[src/rtl/int_sched_pkg.sv]
// rtl/int_sched_pkg.sv - shared types and constants for the interrupt scheduler
package int_sched_pkg;

  localparam int NUM_INT_SRC      = 4;

  localparam int INT_SRC_DOORBELL = 0;
  localparam int INT_SRC_EXT      = 1;
  localparam int INT_SRC_TIMER    = 2;
  localparam int INT_SRC_OTHER    = 3;

  // One-hot encoding; S_UNDEF lets an illegal state propagate as x in simulation.
  typedef enum logic [3:0] {
    S_IDLE     = 4'b0001,
    S_DISPATCH = 4'b0010,
    S_ACK      = 4'b0100,
    S_ACTIVE   = 4'b1000,
    S_UNDEF    = 4'bxxxx
  } int_sched_state_e;

endpackage

[src/rtl/int_sched_if.sv]
// rtl/int_sched_if.sv - source/pipeline signal bundle for the interrupt scheduler
interface int_sched_if
  import int_sched_pkg::*;
#(
  parameter int NUM_SRC = NUM_INT_SRC,
  parameter int ADDR_W  = 32
);
  localparam int IDX_W = (NUM_SRC > 1) ? $clog2(NUM_SRC) : 1;

  logic [NUM_SRC-1:0] src_req;
  logic [NUM_SRC-1:0] src_mask;
  logic               msr_ee;
  logic [ADDR_W-1:0]  ivbase;
  logic               int_accept;
  logic               rfi;
  logic               int_valid;
  logic [ADDR_W-1:0]  int_vector;
  logic [IDX_W-1:0]   int_cause;
  logic [NUM_SRC-1:0] src_ack;
  logic               busy;
  logic               timeout_err;

  modport slave (
    input  src_req, src_mask, msr_ee, ivbase, int_accept, rfi,
    output int_valid, int_vector, int_cause, src_ack, busy, timeout_err
  );

  modport master (
    output src_req, src_mask, msr_ee, ivbase, int_accept, rfi,
    input  int_valid, int_vector, int_cause, src_ack, busy, timeout_err
  );
endinterface

[src/rtl/int_prio_enc.sv]
// rtl/int_prio_enc.sv - lowest-index-first priority encoder
module int_prio_enc
  import int_sched_pkg::*;
#(
  parameter int N     = NUM_INT_SRC,
  parameter int IDX_W = (N > 1) ? $clog2(N) : 1
) (
  input  logic [N-1:0]     req,
  output logic             any_valid,
  output logic [IDX_W-1:0] idx
);

  assign any_valid = |req;

  // Scan downward so the lowest set index is the last (winning) assignment.
  always_comb begin
    idx = '0;
    for (int i = N - 1; i >= 0; i--) begin
      if (req[i]) idx = IDX_W'(i);
    end
  end

endmodule

[src/rtl/int_sched.sv]
// rtl/int_sched.sv - fixed-priority interrupt scheduler with ack handshake and dispatch timeout
module int_sched
  import int_sched_pkg::*;
#(
  parameter int NUM_SRC   = NUM_INT_SRC,
  parameter int ADDR_W    = 32,
  parameter int VEC_SHIFT = 4,
  parameter int TIMEOUT   = 64
) (
  input  logic        clk,
  input  logic        reset,
  int_sched_if.slave  bus
);

  localparam int IDX_W = (NUM_SRC > 1) ? $clog2(NUM_SRC) : 1;
  localparam int CNT_W = (TIMEOUT > 2) ? $clog2(TIMEOUT) : 1;

  int_sched_state_e   state, next;
  logic [IDX_W-1:0]   idx_q;
  logic [ADDR_W-1:0]  vec_q;
  logic [CNT_W-1:0]   cnt;
  logic               err_q;

  logic [NUM_SRC-1:0] pend;
  logic               any_pend;
  logic [IDX_W-1:0]   win_idx;
  logic               start;
  logic               timeout_hit;

  logic               valid_c;
  logic [ADDR_W-1:0]  vector_c;
  logic [IDX_W-1:0]   cause_c;
  logic [NUM_SRC-1:0] ack_c;
  logic               busy_c;
  logic               err_c;

  assign pend = bus.src_req & bus.src_mask;

  int_prio_enc #(.N(NUM_SRC), .IDX_W(IDX_W)) u_enc (
    .req       (pend),
    .any_valid (any_pend),
    .idx       (win_idx)
  );

  assign start = (state == S_IDLE) && bus.msr_ee && any_pend;

  always_ff @(posedge clk or posedge reset) begin
    if (reset) begin
      state <= S_IDLE;
      idx_q <= '0;
      vec_q <= '0;
      cnt   <= '0;
      err_q <= 1'b0;
    end else begin
      state <= next;
      if (start) begin
        idx_q <= win_idx;
        vec_q <= bus.ivbase + (ADDR_W'(win_idx) << VEC_SHIFT);
        cnt   <= '0;
      end else if (state == S_DISPATCH) begin
        cnt <= cnt + CNT_W'(1);
      end
      if (timeout_hit) err_q <= 1'b1;
    end
  end

  always_comb begin
    next        = state;
    timeout_hit = 1'b0;
    valid_c     = 1'b0;
    vector_c    = vec_q;
    cause_c     = idx_q;
    ack_c       = '0;
    busy_c      = 1'b0;
    err_c       = err_q;
    case (state)
      S_IDLE: begin
        if (start) next = S_DISPATCH;
      end
      S_DISPATCH: begin
        valid_c = 1'b1;
        // Accept outranks a same-cycle withdrawal, EE drop or timeout.
        if (bus.int_accept) begin
          next = S_ACK;
        end else if (!bus.msr_ee || !bus.src_req[idx_q]) begin
          next = S_IDLE;
        end else if (cnt == CNT_W'(TIMEOUT - 1)) begin
          next        = S_IDLE;
          timeout_hit = 1'b1;
        end
      end
      S_ACK: begin
        ack_c  = NUM_SRC'(1) << idx_q;
        busy_c = 1'b1;
        next   = S_ACTIVE;
      end
      S_ACTIVE: begin
        busy_c = 1'b1;
        if (bus.rfi) next = S_IDLE;
      end
      default: begin
        next     = S_UNDEF;
        valid_c  = 1'bx;
        vector_c = 'x;
        cause_c  = 'x;
        ack_c    = 'x;
        busy_c   = 1'bx;
        err_c    = 1'bx;
      end
    endcase
  end

  assign bus.int_valid   = valid_c;
  assign bus.int_vector  = vector_c;
  assign bus.int_cause   = cause_c;
  assign bus.src_ack     = ack_c;
  assign bus.busy        = busy_c;
  assign bus.timeout_err = err_c;

endmodule

[src/flat_wrapper.sv]
// flat-port wrapper written by rule: the top's interface ports become plain ports
module int_sched_flat import int_sched_pkg::*;
#(
  parameter int NUM_SRC   = NUM_INT_SRC,
  parameter int ADDR_W    = 32,
  parameter int VEC_SHIFT = 4,
  parameter int TIMEOUT   = 64
)
  (clk, reset, bus_src_req, bus_src_mask, bus_msr_ee, bus_ivbase, bus_int_accept, bus_rfi, bus_int_valid, bus_int_vector, bus_int_cause, bus_src_ack, bus_busy, bus_timeout_err);
  int_sched_if #(.NUM_SRC(NUM_SRC), .ADDR_W(ADDR_W)) bus_i ();
  input  logic clk;
  input  logic reset;
  input wire logic [$bits(bus_i.src_req)-1:0] bus_src_req;
  input wire logic [$bits(bus_i.src_mask)-1:0] bus_src_mask;
  input wire logic [$bits(bus_i.msr_ee)-1:0] bus_msr_ee;
  input wire logic [$bits(bus_i.ivbase)-1:0] bus_ivbase;
  input wire logic [$bits(bus_i.int_accept)-1:0] bus_int_accept;
  input wire logic [$bits(bus_i.rfi)-1:0] bus_rfi;
  output wire logic [$bits(bus_i.int_valid)-1:0] bus_int_valid;
  output wire logic [$bits(bus_i.int_vector)-1:0] bus_int_vector;
  output wire logic [$bits(bus_i.int_cause)-1:0] bus_int_cause;
  output wire logic [$bits(bus_i.src_ack)-1:0] bus_src_ack;
  output wire logic [$bits(bus_i.busy)-1:0] bus_busy;
  output wire logic [$bits(bus_i.timeout_err)-1:0] bus_timeout_err;
  assign bus_i.src_req = bus_src_req;
  assign bus_i.src_mask = bus_src_mask;
  assign bus_i.msr_ee = bus_msr_ee;
  assign bus_i.ivbase = bus_ivbase;
  assign bus_i.int_accept = bus_int_accept;
  assign bus_i.rfi = bus_rfi;
  assign bus_int_valid = bus_i.int_valid;
  assign bus_int_vector = bus_i.int_vector;
  assign bus_int_cause = bus_i.int_cause;
  assign bus_src_ack = bus_i.src_ack;
  assign bus_busy = bus_i.busy;
  assign bus_timeout_err = bus_i.timeout_err;
  int_sched #(.NUM_SRC(NUM_SRC), .ADDR_W(ADDR_W), .VEC_SHIFT(VEC_SHIFT), .TIMEOUT(TIMEOUT)) u_core (.clk(clk), .reset(reset), .bus(bus_i));
endmodule
[config.mk]
export PLATFORM = sky130hd
export DESIGN_NAME = int_sched_flat
export DESIGN_NICKNAME = d
export VERILOG_FILES = /design/src/rtl/int_sched_pkg.sv /design/src/rtl/int_sched_if.sv /design/src/rtl/int_prio_enc.sv /design/src/rtl/int_sched.sv /design/src/flat_wrapper.sv
export SDC_FILE = /design/constraint.sdc
export NUM_CORES = 1
export LEC_CHECK = 0
export CAP_MARGIN = 20
export CORE_MARGIN = 4
export CORE_UTILIZATION = 46
export DETAILED_ROUTE_END_ITERATION = 8
export PLACE_DENSITY = 0.82
export SLEW_MARGIN = 40
export SYNTH_ARGS = -nofsm -noshare
export SYNTH_HDL_FRONTEND = slang
export SYNTH_SLANG_ARGS = --single-unit
[constraint.sdc]
create_clock -name clk -period 2.3 [get_ports clk]
set_clock_uncertainty 0.05 [all_clocks]
set_input_delay 0.345 -clock clk [delete_from_list [all_inputs] [get_ports clk]]
set_output_delay 0.345 -clock clk [all_outputs]
set_load 0.02 [all_outputs]
-- Word-level counts from Yosys, hierarchy flattened
Index checks and enable logic that the tools add are counted.
- ROM bits: 0
- output and inout port bits: 41
- bits in latches: 0
- input bits: 45
- RAM bits: 0
- bits in registers: 45
- memories kept: 0
- eq/ne operators: 8
- bitwise gates (word level): 1
- div/mod/pow operators: 0
- $mul: 0
- shift operators: 1
- order comparisons: 1
- add/sub/neg operators: 2
- reduce and logical (&&, ||, !) cells: 13
- multiplexer cells: 24
- operator list (operator ; count):
    adder 32 x 6 -> 32 bit ; 1
    2-to-1 mux 32 bit ; 1
    2-to-1 mux 4 bit ; 5
    one-hot mux 4 bit (4 select lines) ; 1
    2-to-1 mux 6 bit ; 2
    2-to-1 mux 2 bit ; 5
    one-hot mux 4 bit (2 select lines) ; 1
    OR reduction 4 bit ; 2
    adder 6 x 1 -> 6 bit (second input constant) ; 1
    equality test 6 bit (second input constant) ; 1
    2-to-1 mux 1 bit ; 6
    OR reduction 3 bit ; 2
    bitwise AND 4 bit ; 1
    equality test 4 x 1 -> 1 bit (second input constant) ; 1
    equality test 4 x 2 -> 1 bit (second input constant) ; 1
    equality test 4 x 3 -> 1 bit (second input constant) ; 1
    equality test 4 bit (second input constant) ; 1
    != test 4 bit (second input constant) ; 1
    one-hot mux 1 bit (2 select lines) ; 2
    OR reduction 2 bit ; 2
    left shift 1 x 2 -> 4 bit (first input constant) ; 1
    less-than comparator 2 x 3 -> 1 bit (second input constant) ; 1
    AND reduction 3 bit ; 1
    binary-select mux 1 bit (select 2 bit) ; 1
    6 further kinds ; 8

-- Longest topological paths before layout
- depth in word-level cells: 7
- depth in mapped cells: 11
- mapped depth without buffers: 10

-- Modules after synthesis
Synthesis repeated with hierarchy kept, for this count alone.
- cells, all modules: 282
- area total of the unflattened synthesis: 2581.2 um^2
- by module, submodules not included (module ; area each (um^2) ; sequential area each (um^2) ; times used ; cells an instance):
    int_sched ; 2546.2 ; 1127.3 ; 1 ; 275
    int_prio_enc ; 35.0 ; 0.0 ; 1 ; 7

-- Worst setup path after synthesis
OpenSTA, ideal clock, no wires.
- kind: input port to flip-flop
- from: in bus_src_req[2]
- to: reg u_core.vec_q[26]
- setup time: 0.082 ns
- stages: 11
- arrival: 2.571 ns
- slack: -0.403 ns
- buffers on the path: 1
- cells stage by stage: nand2_1 > a32oi_1 > a21oi_1 > ha_1 > inv_1 > fa_1 > and4b_1 > clkbuf_1 > nand3_1 > or4_1 > a31oi_1
- cells in the longest elaborated chain, start to end: 5
- elaborated cells between the ends (all ways): 7
- classes of those cells: 1 x add/sub; 3 x mux; 1 x bitwise; 2 x reduce/logical
- ends and longest elaborated chain (element ; RTL line ; RTL):
    from (decl) ; flat_wrapper.sv:13 ; input wire logic [$bits(bus_i.src_req)-1:0] bus_src_req;
    bitwise AND 4 bit ; int_sched.sv:37 ; assign pend = bus.src_req & bus.src_mask;
    2-to-1 mux 2 bit (3 in a row) ; int_prio_enc.sv:19 ; if (req[i]) idx = IDX_W'(i);
    net u_core.u_enc.idx[0] ; int_prio_enc.sv:10 ; output logic [IDX_W-1:0] idx
    adder 32 x 6 -> 32 bit ; int_sched.sv:58 ; vec_q <= bus.ivbase + (ADDR_W'(win_idx) << VEC_SHIFT);
    to (signal assigned) ; int_sched.sv:58 ;
    to (decl) ; int_sched.sv:20 ; logic [ADDR_W-1:0] vec_q;
The timed path passes the listed nets, and every way through them passes these cells.
A chain may end at the register's enable or synchronous reset.

-- Final worst setup path
- from: in bus_src_req[1]
- to: reg u_core.vec_q[28]
- cells in the longest elaborated chain, start to end: 4
- elaborated cells between the ends (all ways): 6
- classes of those cells: 1 x add/sub; 2 x mux; 1 x bitwise; 2 x reduce/logical
- ends and longest elaborated chain (element ; RTL line):
    bitwise AND 4 bit (*) ; int_sched.sv:37
    2-to-1 mux 2 bit (2 in a row) ; int_prio_enc.sv:19
    adder 32 x 6 -> 32 bit ; int_sched.sv:58
Mark *: on every way between the ends. The rest lies on a longest branch, timed or not.

==> results.txt <==
Syn Area/Cell: 8.98 sq um
RSZ-0062 raised after global routing: yes
routed vias: 2688
Hold Path Class: in2async
die height: 82.3 um
Clock Latency Late Sink: 0.30 ns
Crit Path Class: in2reg
Synth Flop Type: dfrtp_1
Clock Root Buffer: clkbuf_8
Worst setup EP type: register
CP startpoint kind: input port
num rows: 26
synthesized flop and latch total: 45
final non-filler cell area: 4100 sq um
GPL Wtd Cong: 0.881
footprint of the multi-input gates: 1430 sq um
FILL cells: 379
Placed Cells: 465
nets@finish: 468
critical-path maximum fanout: 3
first-pass GRT wire length: 11900 um
Via density: 5.49
H-Tree Depth: 2
Post-DRT Antenna Nets: 0
final global-route overflow total: 0
Finished Layout Cells: 490
Worst Setup SP: bus_src_req[1]
routed wire length: 7510 um
CORE AREA: 5240 sq um
Synth cell types: 47
Async SR Flop Fraction: 100%
area grow syn2layout: 61.5%
Synth warnings: 0
vias in the first global route: 2724
DRT iter0 DRCs: 167
count of final hold-check violations: 0
final worst setup slack: -0.160 ns
initial antenna violation count: 0
synthesized netlist cell count: 283
Clock Sinks: 45
Required @ worst endpoint: 2.42 ns
max_slew headroom: 72.9%
Final Max Slew Viols: 0
Max Buffers Root-to-Sink: 2
pre-CTS WS: -0.845 ns
f_max: 406 MHz
remaining routing DRC violations: 0
Initial Utilization: 48.5%
CTS Buf Count: 5
violated checks: setup timing
IR drop worst, VDD: 0.642 mV
min Tclk post-route: 2.46 ns
1st-pass router iterations: 6
WL/cell: 15.3 um
register area: 1130 sq um
Diodes inserted: 0
share of post-route cells with drive strength above 1: 24.5%
Synth Cell Area: 2540 sq um
post-layout util: 78.3%
I/O pin cnt: 86
syn_nets: 332
area post-placement: 3800 sq um
# Max-Cap Violations: 0
hold_buf cts: 0
Tcrit/Tclk final: 107%
Port Buffers: 85
final setup violation count: 7
Reg clk slew, reported paths: 0.09 ns
worst r2r src: u_core.state[0]
largest net degree at the start of global routing: 35
GRT Overall Usage: 22.8%
CTS tree: done
die area: 6770 sq um
leakage: 0.00175 uW
Worst Tran Pin Value: 0.406 ns
power density over the cells: 1010 nW/um^2
dpl hpwl: 5290 um
Hold WS: 0.306 ns
number of synthesized flops with an enable pin: 0
Data arrival, critical path: 2.58 ns
status: complete, but fails checks
width of the die: 82.3 um
sequential fraction of the synthesis area: 44.4%
## power breakdown
group	total [uW]	internal (uW)	switching, uW
combinational	2130	1060	1080
sequential	1460	1160	298
clock	535	272	263
## final cells by class
cell class                      instances  area share, %
Clock buffer                            7           2.35
Multi-Input combinational cell        214           35.0
Sequential cell                        45           27.5
Inverter                               10          0.976
Tap cell                               70           2.14
Clock inverter                          1          0.122
Timing Repair Buffer                  143           32.0
## critical path, cell delays in order
cell and delay [ns]:
buf_4 0.13, a22oi_2 0.25, nand2b_4 0.09, buf_4 0.14
buf_4 0.13, fa_2 0.35, and4b_2 0.34, buf_6 0.12
nand4_1 0.13, buf_4 0.18, buf_4 0.12, o211ai_1 0.18
nand3_1 0.09
## cells by family after synthesis
logic type / count (synthesis) / synth area share (%)
AND/OR/NAND/NOR: 130 / 26.9
AO/OA/AOI/OAI: 58 / 13.7
flip-flops: 45 / 44.4
buffers and inverters: 24 / 4.48
XOR/XNOR: 19 / 6.55
adder cells (fa/ha/maj): 4 / 2.27
multiplexers: 3 / 1.72
## what timing repair did
item | CTS | global route
cloned | 1 | 0
setup endpoints to repair | 26 | 19
pin swaps | 21 | 26
resized for setup | 60 | 16
setup buffers | 10 | 8
## routing by layer
metal	vias up	global-route usage [%]	wire, um
met3	14	4.56	540
met2	108	40.9	3730
met5	-	0	0
met4	0	7.31	109
met1	1277	27.1	3130
li1	1289	-	-
## synthesized netlist by cell type, types with 7 or more instances
| master | number | share of area [%] |
|---|---|---|
| dfrtp_1 | 44 | 43 |
| nand2_1 | 42 | 6.2 |
| o21ai_0 | 26 | 5.1 |
| nor2_1 | 23 | 3.4 |
| a31oi_1 | 13 | 3.2 |
| xor2_1 | 13 | 4.5 |
| nand4_1 | 12 | 3.0 |
| inv_1 | 10 | 1.5 |
| nand3_1 | 9 | 1.8 |
| or3_1 | 8 | 2.0 |
| and3_1 | 7 | 1.7 |
| or4_1 | 7 | 2.1 |
## cells in the final DEF (no fill, tap or decap), types with 7 or more instances in the layout
cell type	n
and3_1	7
dfrtp_1	44
clkbuf_8	7
buf_4	48
clkdlybuf4s50_1	69
nand2_1	41
xor2_1	12
nand3_1	8
inv_1	7
nand4_1	12
or3_1	8
buf_6	8
dlygate4sd2_1	8
a31oi_1	12
o21ai_0	21
nor2_1	23
## flip-flops by register name (all words and copies together), names as in the netlist
| register | count |
|---|---|
| u_core.vec_q | 32 |
| u_core.err_q | 1 |
| u_core.idx_q | 2 |
| u_core.cnt | 6 |
| u_core.state | 4 |
## metrics by stage
step	setup TNS (ns)	power [uW]
after global placement	-12.83	3510
after floorplan	-0.986	2520
final	-0.625	4130
after global routing	-1.64	4400
after CTS	-0.464	4090
after detailed placement	-15.04	3560
## worst paths after layout
path                       slack (ns)  cells past startpoint                to
max                             -0.16                     13  u_core.vec_q[28]
min                              0.31                      2  u_core.vec_q[21]
max reg2reg                      0.17                      4  u_core.vec_q[28]
min reg2reg                      0.44                      2   u_core.vec_q[9]
max in group asynchronous        1.33                      3   u_core.state[0]
min in group clk                 0.44                      2   u_core.vec_q[9]
Power figures use the tool's default switching activity.
